[config.mk]
export PLATFORM = sky130hd
export DESIGN_NAME = mem_access
export DESIGN_NICKNAME = d
export VERILOG_FILES = /design/src/rtl/mem_access.sv
export SDC_FILE = /design/constraint.sdc
export NUM_CORES = 1
export LEC_CHECK = 0
export CAP_MARGIN = 15
export CORE_ASPECT_RATIO = 2
export CORE_MARGIN = 1.5
export CORE_UTILIZATION = 25
export CTS_BUF_LIST = sky130_fd_sc_hd__clkbuf_8
export DETAILED_ROUTE_END_ITERATION = 8
export PLACE_DENSITY = 0.59
export REMOVE_ABC_BUFFERS = 1
export SLEW_MARGIN = 20
export SYNTH_ARGS = -nofsm -noshare
export SYNTH_HDL_FRONTEND = slang
export SYNTH_SLANG_ARGS = --single-unit
[constraint.sdc]
create_clock -name cpu_clk -period 5.65 [get_ports cpu_clk]
set_clock_uncertainty 0.15 [all_clocks]
set_input_delay 1.695 -clock cpu_clk [delete_from_list [all_inputs] [get_ports cpu_clk]]
set_output_delay 1.695 -clock cpu_clk [all_outputs]
set_load 0.005 [all_outputs]
[src/rtl/mem_access.sv]
// Load/store stage that runs one request/response transaction on the data
// bus for each legal, aligned load or store. It holds the core with stall
// until the access completes, then returns extended load data for writeback.
//
// state  | meaning
// -------+------------------------------------------------------------
// S_IDLE | no access in flight; launches the bus request for a legal access
// S_REQ  | dbus_req high, waiting for dbus_gnt
// S_WAIT | request accepted, waiting for dbus_rvalid or the timeout
// S_DONE | one-cycle completion; done pulses and the core commits
module mem_access #(
  parameter int TIMEOUT = 256
) (
  input  logic        cpu_clk,
  input  logic        cpu_rst,
  input  logic        mem_en,
  input  logic        mem_we,
  input  logic [2:0]  mem_size,
  input  logic [31:0] alu_c,
  input  logic [31:0] rf_rD2,
  output logic        stall,
  output logic [31:0] rd_data,
  output logic        done,
  output logic        misalign,
  output logic        bus_err,
  output logic        dbus_req,
  output logic        dbus_we,
  output logic [31:0] dbus_addr,
  output logic [3:0]  dbus_wstrb,
  output logic [31:0] dbus_wdata,
  input  logic        dbus_gnt,
  input  logic        dbus_rvalid,
  input  logic [31:0] dbus_rdata
);

  localparam int CW = (TIMEOUT > 1) ? $clog2(TIMEOUT) : 1;
  localparam logic [CW-1:0] CNT_LAST = CW'(TIMEOUT - 1);

  typedef enum logic [1:0] {S_IDLE, S_REQ, S_WAIT, S_DONE} state_t;

  state_t        state;
  logic [CW-1:0] cnt;
  logic [2:0]    size_q;
  logic [1:0]    off_q;

  logic          illegal;
  logic          unaligned;
  logic          go;
  logic [3:0]    wstrb_nxt;
  logic [31:0]   wdata_nxt;
  logic [7:0]    byte_sel;
  logic [15:0]   half_sel;
  logic [31:0]   load_ext;

  // Decode funct3 legality and natural alignment of the presented access.
  always_comb begin
    illegal   = 1'b0;
    unaligned = 1'b0;
    case (mem_size)
      3'b011, 3'b110, 3'b111: illegal = 1'b1;
      3'b100, 3'b101:         illegal = mem_we;
      default:                illegal = 1'b0;
    endcase
    if (mem_size[1:0] == 2'b01 && alu_c[0])
      unaligned = 1'b1;
    if (mem_size == 3'b010 && alu_c[1:0] != 2'b00)
      unaligned = 1'b1;
  end

  assign misalign = mem_en & (illegal | unaligned);
  assign go       = (state == S_IDLE) & mem_en & ~illegal & ~unaligned;

  // Stall is combinational so the launching IDLE cycle already holds the
  // core; reset masks it so the core is released the moment reset lands.
  assign stall = ~cpu_rst & (go | (state == S_REQ) | (state == S_WAIT));

  // Byte strobes and lane-replicated write data for the presented store.
  always_comb begin
    wstrb_nxt = 4'b0000;
    wdata_nxt = 32'h0;
    if (mem_we) begin
      case (mem_size[1:0])
        2'b00: begin
          wstrb_nxt = 4'b0001 << alu_c[1:0];
          wdata_nxt = {4{rf_rD2[7:0]}};
        end
        2'b01: begin
          wstrb_nxt = 4'b0011 << alu_c[1:0];
          wdata_nxt = {2{rf_rD2[15:0]}};
        end
        default: begin
          wstrb_nxt = 4'b1111;
          wdata_nxt = rf_rD2;
        end
      endcase
    end
  end

  // Select the addressed byte/halfword of the response and extend it.
  always_comb begin
    case (off_q)
      2'd0:    byte_sel = dbus_rdata[7:0];
      2'd1:    byte_sel = dbus_rdata[15:8];
      2'd2:    byte_sel = dbus_rdata[23:16];
      default: byte_sel = dbus_rdata[31:24];
    endcase
    half_sel = off_q[1] ? dbus_rdata[31:16] : dbus_rdata[15:0];
    case (size_q)
      3'b000:  load_ext = {{24{byte_sel[7]}}, byte_sel};
      3'b001:  load_ext = {{16{half_sel[15]}}, half_sel};
      3'b100:  load_ext = {24'h0, byte_sel};
      3'b101:  load_ext = {16'h0, half_sel};
      default: load_ext = dbus_rdata;
    endcase
  end

  // Access sequencer with registered bus outputs, result and pulses.
  always_ff @(posedge cpu_clk or posedge cpu_rst) begin
    if (cpu_rst) begin
      state      <= S_IDLE;
      cnt        <= '0;
      size_q     <= 3'b000;
      off_q      <= 2'b00;
      dbus_req   <= 1'b0;
      dbus_we    <= 1'b0;
      dbus_addr  <= 32'h0;
      dbus_wstrb <= 4'b0000;
      dbus_wdata <= 32'h0;
      rd_data    <= 32'h0;
      done       <= 1'b0;
      bus_err    <= 1'b0;
    end else begin
      done    <= 1'b0;
      bus_err <= 1'b0;
      case (state)
        S_IDLE: begin
          if (go) begin
            dbus_req   <= 1'b1;
            dbus_we    <= mem_we;
            dbus_addr  <= {alu_c[31:2], 2'b00};
            dbus_wstrb <= wstrb_nxt;
            dbus_wdata <= wdata_nxt;
            size_q     <= mem_size;
            off_q      <= alu_c[1:0];
            state      <= S_REQ;
          end
        end
        S_REQ: begin
          if (dbus_gnt) begin
            dbus_req <= 1'b0;
            cnt      <= '0;
            state    <= S_WAIT;
          end
        end
        S_WAIT: begin
          if (dbus_rvalid) begin
            if (!dbus_we)
              rd_data <= load_ext;
            done  <= 1'b1;
            state <= S_DONE;
          end else if (cnt == CNT_LAST) begin
            rd_data <= 32'h0;
            bus_err <= 1'b1;
            done    <= 1'b1;
            state   <= S_DONE;
          end else begin
            cnt <= cnt + 1'b1;
          end
        end
        S_DONE: begin
          state <= S_IDLE;
        end
        default: begin
          state <= S_IDLE;
        end
      endcase
    end
  end

endmodule

Yosys cells after proc, flatten, opt, wreduce, memory -nomap -nowiden
Cells that the tools add are included.
Storage, ports and cells
  flip-flop bits (word level): 117
  bits of input ports: 105
  output and inout bits: 106
Cells by class
  $add $sub $neg: 1
  eq/ne operators: 22
  shift-type cells: 2
  multiplexer cells: 30
  bitwise logic cells: 11
  reductions and logical operators: 17
Operators with widths (number)
  $mux 32: 4
  $pmux 32 s4: 1
  $pmux 32 s2: 1
  $mux 8: 3
  $pmux 8 s3: 1
  $eq 3x3->1 const B: 6
  $mux 16: 1
  $pmux 8 s2: 1
  $ne 2x2->1 const B: 5
  $mux 1: 9
  $reduce_and 3->1: 3
  $add 8x1->8 const B: 1
  $eq 8x8->1 const B: 1
  $mux 2: 4
  $pmux 2 s4: 1
  $pmux 4 s2: 1
  $reduce_bool 2->1: 4
  $eq 2x1->1 const B: 3
  $eq 2x2->1 const B: 3
  $eq 3x2->1 const B: 2
  $logic_not 2->1: 3
  $and 1x1->1: 5
  $mux 4: 1
  $pmux 1 s2: 2
  12 further kinds: 17

Longest topological paths before layout
Gate-level depths: netlist (run 1).
  depth in word-level cells: 9
  depth in mapped cells: 9
  gate-level depth less buffers: 6

Least setup slack after synthesis (run 1)
Ideal clock, no wire load.
  path type: in2out
  start: in mem_size[0]
  end: out stall
  arrival time: 2.804 ns
  data required time: 3.805 ns
  setup slack: 1.001 ns
  stages on the path: 6
  path buffers: 3
  cell sequence: clkbuf_1 -> a221oi_1 -> o211ai_1 -> buf_2 -> clkbuf_1 -> a21oi_1
On the way
  cells in the longest elaborated chain, start to end: 9
  elaborated cells between the ends (all ways): 21
RTL lines
  start: declaration: RTL line 18  | input logic [2:0] mem_size,
  $eq 3x2->1, or another cell as far along: RTL line 59  | case (mem_size)
  $reduce_or 3->1, or another cell as far along: RTL line 59
  $pmux 1 s2 or $mux 1 (tied branches): RTL line 59, 64
  $not 1->1 or $mux 1 (tied branches): RTL line 71, 66
  $and 1x1->1 or $not 1->1 (tied branches): RTL line 71  | assign go = (state == S_IDLE) & mem_en & ~illegal & ~unaligned;
  $and 1x1->1 *: RTL line 71
  $or 1x1->1 * (2 in series): RTL line 75  | assign stall = ~cpu_rst & (go | (state == S_REQ) | (state == S_WAIT));
  $and 1x1->1 *: RTL line 75
  end: declaration: RTL line 21  | output logic stall,
Every way passes the cells marked *; elsewhere a longest branch is shown, timed or not.

Worst setup path after layout (run 1)
  start: in alu_c[0]
  end: out stall
On the way
  cells in the longest elaborated chain, start to end: 8
  elaborated cells between the ends (all ways): 10
RTL lines
  start: declaration: RTL line 19  | input logic [31:0] alu_c,
  $logic_and 1x1->1 or $reduce_bool 2->1 (tied branches): RTL line 64, 66
  $mux 1 or $logic_and 1x1->1 (tied branches): RTL line 64, 66
  $mux 1 *: RTL line 66  | if (mem_size == 3'b010 && alu_c[1:0] != 2'b00)
  $not 1->1 *: RTL line 71
  $and 1x1->1 *: RTL line 71
  $or 1x1->1 * (2 in series): RTL line 75
  $and 1x1->1 *: RTL line 75
Marks and branches as above.

==> run metrics, run 1 <==
synthesized flop and latch total=117; Synth warnings=0; largest stage delay on the critical path=520 ps; Combinational Power Share=0.417; nets=828; GRT overflow=0; synthesized area=5650 µm²; Post-Synth XOR/XNOR Area=0; RSZ-0062 raised after global routing=false; Netlist cell types=45; Worst Path Arrival=3480 ps; Slew @ Worst Pin=1040 ps; Place WS=300 ps; Mapped Cells=519; Final setup viols=0; clock power share=0.211; final WL=17.9 mm; CTS tree=done; Crit. End Element=primary output; register area share after synthesis=0.518; ant diodes=0; Post-synth EDFFs=0; WL per Instance=17.8 µm; Post-synth top flop=dfrtp_1; kind of critical path=in -> out; Period minus WS final=5320 ps; core area=22,200 µm²; most common cell after layout, fill and taps aside=clkdlybuf4s50_1; area of the die=23,600 µm²; fillers=2,268; initial antenna violation count=1; Int Pwr=2.59 mW; sw power=1.26 mW; Fin. Hold Viols=0; mux contribution to synthesized area=0.179; CP delay by family, top=buffers and inverters; Max clock buf depth=2; post-CTS resize count=0; starting density of the core=0.255; simple-gate share of the synthesized area=0.0959; non-filler cells in the finished layout=1,006; Most common cell on crit path=clkdlybuf4s50_1; Pwr Total=3.85 mW; Pleak=3.58 nW; Sequential Power Share=0.373; largest family of logic cells by synthesized area=multiplexers; CP Launch Type=input pin; clock sinks=117; Final period util=0.942; largest net degree at the start of global routing=79; Cell Rows=77; share of layout cells above drive strength 1=0.105; syn avg cell area=10.9 µm²; Power Density=459 nW/µm²; r2r startpoint=state[0]; Synth Area in Adders=0.0111; Detail Route Antenna Nets=0; area grow syn2layout=48.4%; placed cells=975; clock-pin transition on the worst setup and hold timing paths=80 ps; critical-path cell list=clkdlybuf4s50_1 > buf_4 > nor4_2 > o211ai_1 > a21oi_1 > clkdlybuf4s50_1; hold buffers post-CTS=0; IO buf count=208; status=completed; DP Wirelength=13.0 mm; final RePlAce weighted congestion=0.813; Max VDD drop=0.000203 V; Crit path buffers/inverters=3; Vias/cell=4.63; DRC violation total after the first TritonRoute iteration=158; Setup crit start=alu_c[0]; IO Count=211; chip height=216 µm; die extent in x=109 µm; slowest CP cell=clkdlybuf4s50_1; Inserted Clock Buffers=17; Achievable Freq=188 MHz; commonest cells after routing, fill and taps aside=208 x clkdlybuf4s50_1, 117 x dfrtp_1, 88 x nand2_1; min-delay src=cnt[7]; share of flip-flops with an asynchronous set or reset=1.00; slew margin rel.=0.304; hold crit path type=reg -> reg; post-synthesis compound-gate area fraction=0.152; vias in the first global route=4,787; Post-route DRC=0; post-CTS setup buffer count=0; final worst slack=328 ps; Max Slew Vio Count=0; R2R setup slack=2340 ps; DRT Pass-1 Iters=4; Worst Path Required=3810 ps; Total GRT Usage=0.158; CP max FO=6; routed vias=4,662; worst hold slack=323 ps; total of max-cap violations=0; sw frac=0.327; first-pass GRT wire length=27.4 mm; # H-tree levels=4; clk_lat worst skew=460 ps; CTS Root Cell=clkbuf_8
==> power groups by stage <==
stage	logic [mW]	clock network [mW]	registers [mW]
floorplan	0.644	0	1.43
global placement	1.60	0	1.44
detailed placement	1.62	0	1.44
global route	1.74	0.876	1.48
CTS	1.63	0.843	1.44
finish	1.60	0.810	1.43
==> through the flow <==
stage / setup TNS [ps] / util / area (µm²)
after floorplan: -70230 / - / 5470
after global placement: 0 / 0.360 / 7990
after detailed placement: 0 / 0.360 / 7990
after CTS: 0 / 0.378 / 8380
after global routing: 0 / 0.378 / 8380
final: 0 / 0.378 / 8380
==> layout make-up <==
class                      count  area [µm²]  area share
clock inverter                14         163      0.0194
tap                          276         345      0.0412
sequential                   117        2930       0.349
clock buffer                  17         234      0.0279
inverter                      17        66.3     0.00791
timing repair buffer         218        2170       0.259
multi-input combinational    347        2480       0.296
==> synthesized netlist by cell type (2+ instances only) <==
cell type  count  area (µm²)
a211oi_1       7        52.6
a21o_1        10        75.1
a21oi_1       10        50.1
a221o_1       16         160
a221oi_1       9        78.8
a31oi_1        2        12.5
and2_1         2        12.5
and3b_1        2        17.5
buf_1          3        11.3
buf_2         12        60.1
buf_4          4        30.0
clkbuf_1      19        71.3
dfrtp_1      117        2930
ha_1           5        62.6
inv_1         17        63.8
mux2_1        37         417
mux2_2        31         349
mux2i_1       22         220
nand2_1       88         330
nand2b_1       5        31.3
nand3_1        5        25.0
nand4_1        3        18.8
nor2_1        11        41.3
nor2b_1        3        18.8
o21ai_0       52         260
o2bb2ai_1      8        70.1
==> cell families after synthesis <==
family | Yosys count
AND/OR/NAND/NOR | 125
multiplexers | 91
adder cells (fa/ha/maj) | 5
AO/OA/AOI/OAI | 124
other | 1
flip-flops | 117
buffers and inverters | 56
==> per-layer routing <==
layer	part of all wire	up-vias	GRT usage	routed length, µm
met5	0.0011	-	0	19
met3	0.050	43	0.0453	896
li1	-	2235	-	-
met4	0.043	2	0.0883	768
met1	0.37	2242	0.170	6570
met2	0.54	140	0.273	9610
==> final timing paths <==
check / end / cells past startpoint
max in group asynchronous: rd_data[7] / 3
min reg2reg: cnt[7] / 1
max: stall / 6
max reg2reg: rd_data[22] / 6
min in group asynchronous: dbus_addr[15] / 2
min: cnt[7] / 1
==> registers in the layout (all words and copies together), names as in the netlist <==
| signal | flops |
|---|---|
| done | 1 |
| rd_data | 32 |
| cnt | 8 |
| dbus_addr | 30 |
| dbus_wdata | 32 |
| dbus_we | 1 |
| state | 2 |
| off_q | 2 |
| bus_err | 1 |
| dbus_req | 1 |
| size_q | 3 |
| dbus_wstrb | 4 |
==> worst reg2reg max path: stages (launching register included) <==
cell and delay (ps):
dfrtp_1 410, inv_1 110, ha_1 580, nand2_1 210, or2_1 510, a2111oi_4 1020
a221o_1 230
Note: power is estimated with default switching activity, not from simulation.
==> run 2, diff against run 1 <==
--- a/config.mk
+++ b/config.mk
@@ -11,6 +11,7 @@
 export CORE_UTILIZATION = 25
 export CTS_BUF_LIST = sky130_fd_sc_hd__clkbuf_8
 export DETAILED_ROUTE_END_ITERATION = 8
+export GPL_ROUTABILITY_DRIVEN = 0
 export PLACE_DENSITY = 0.59
 export REMOVE_ABC_BUFFERS = 1
 export SLEW_MARGIN = 20
==> results of run 2 <==
No change in the layout: final DEF, timing and power equal those of run 1.
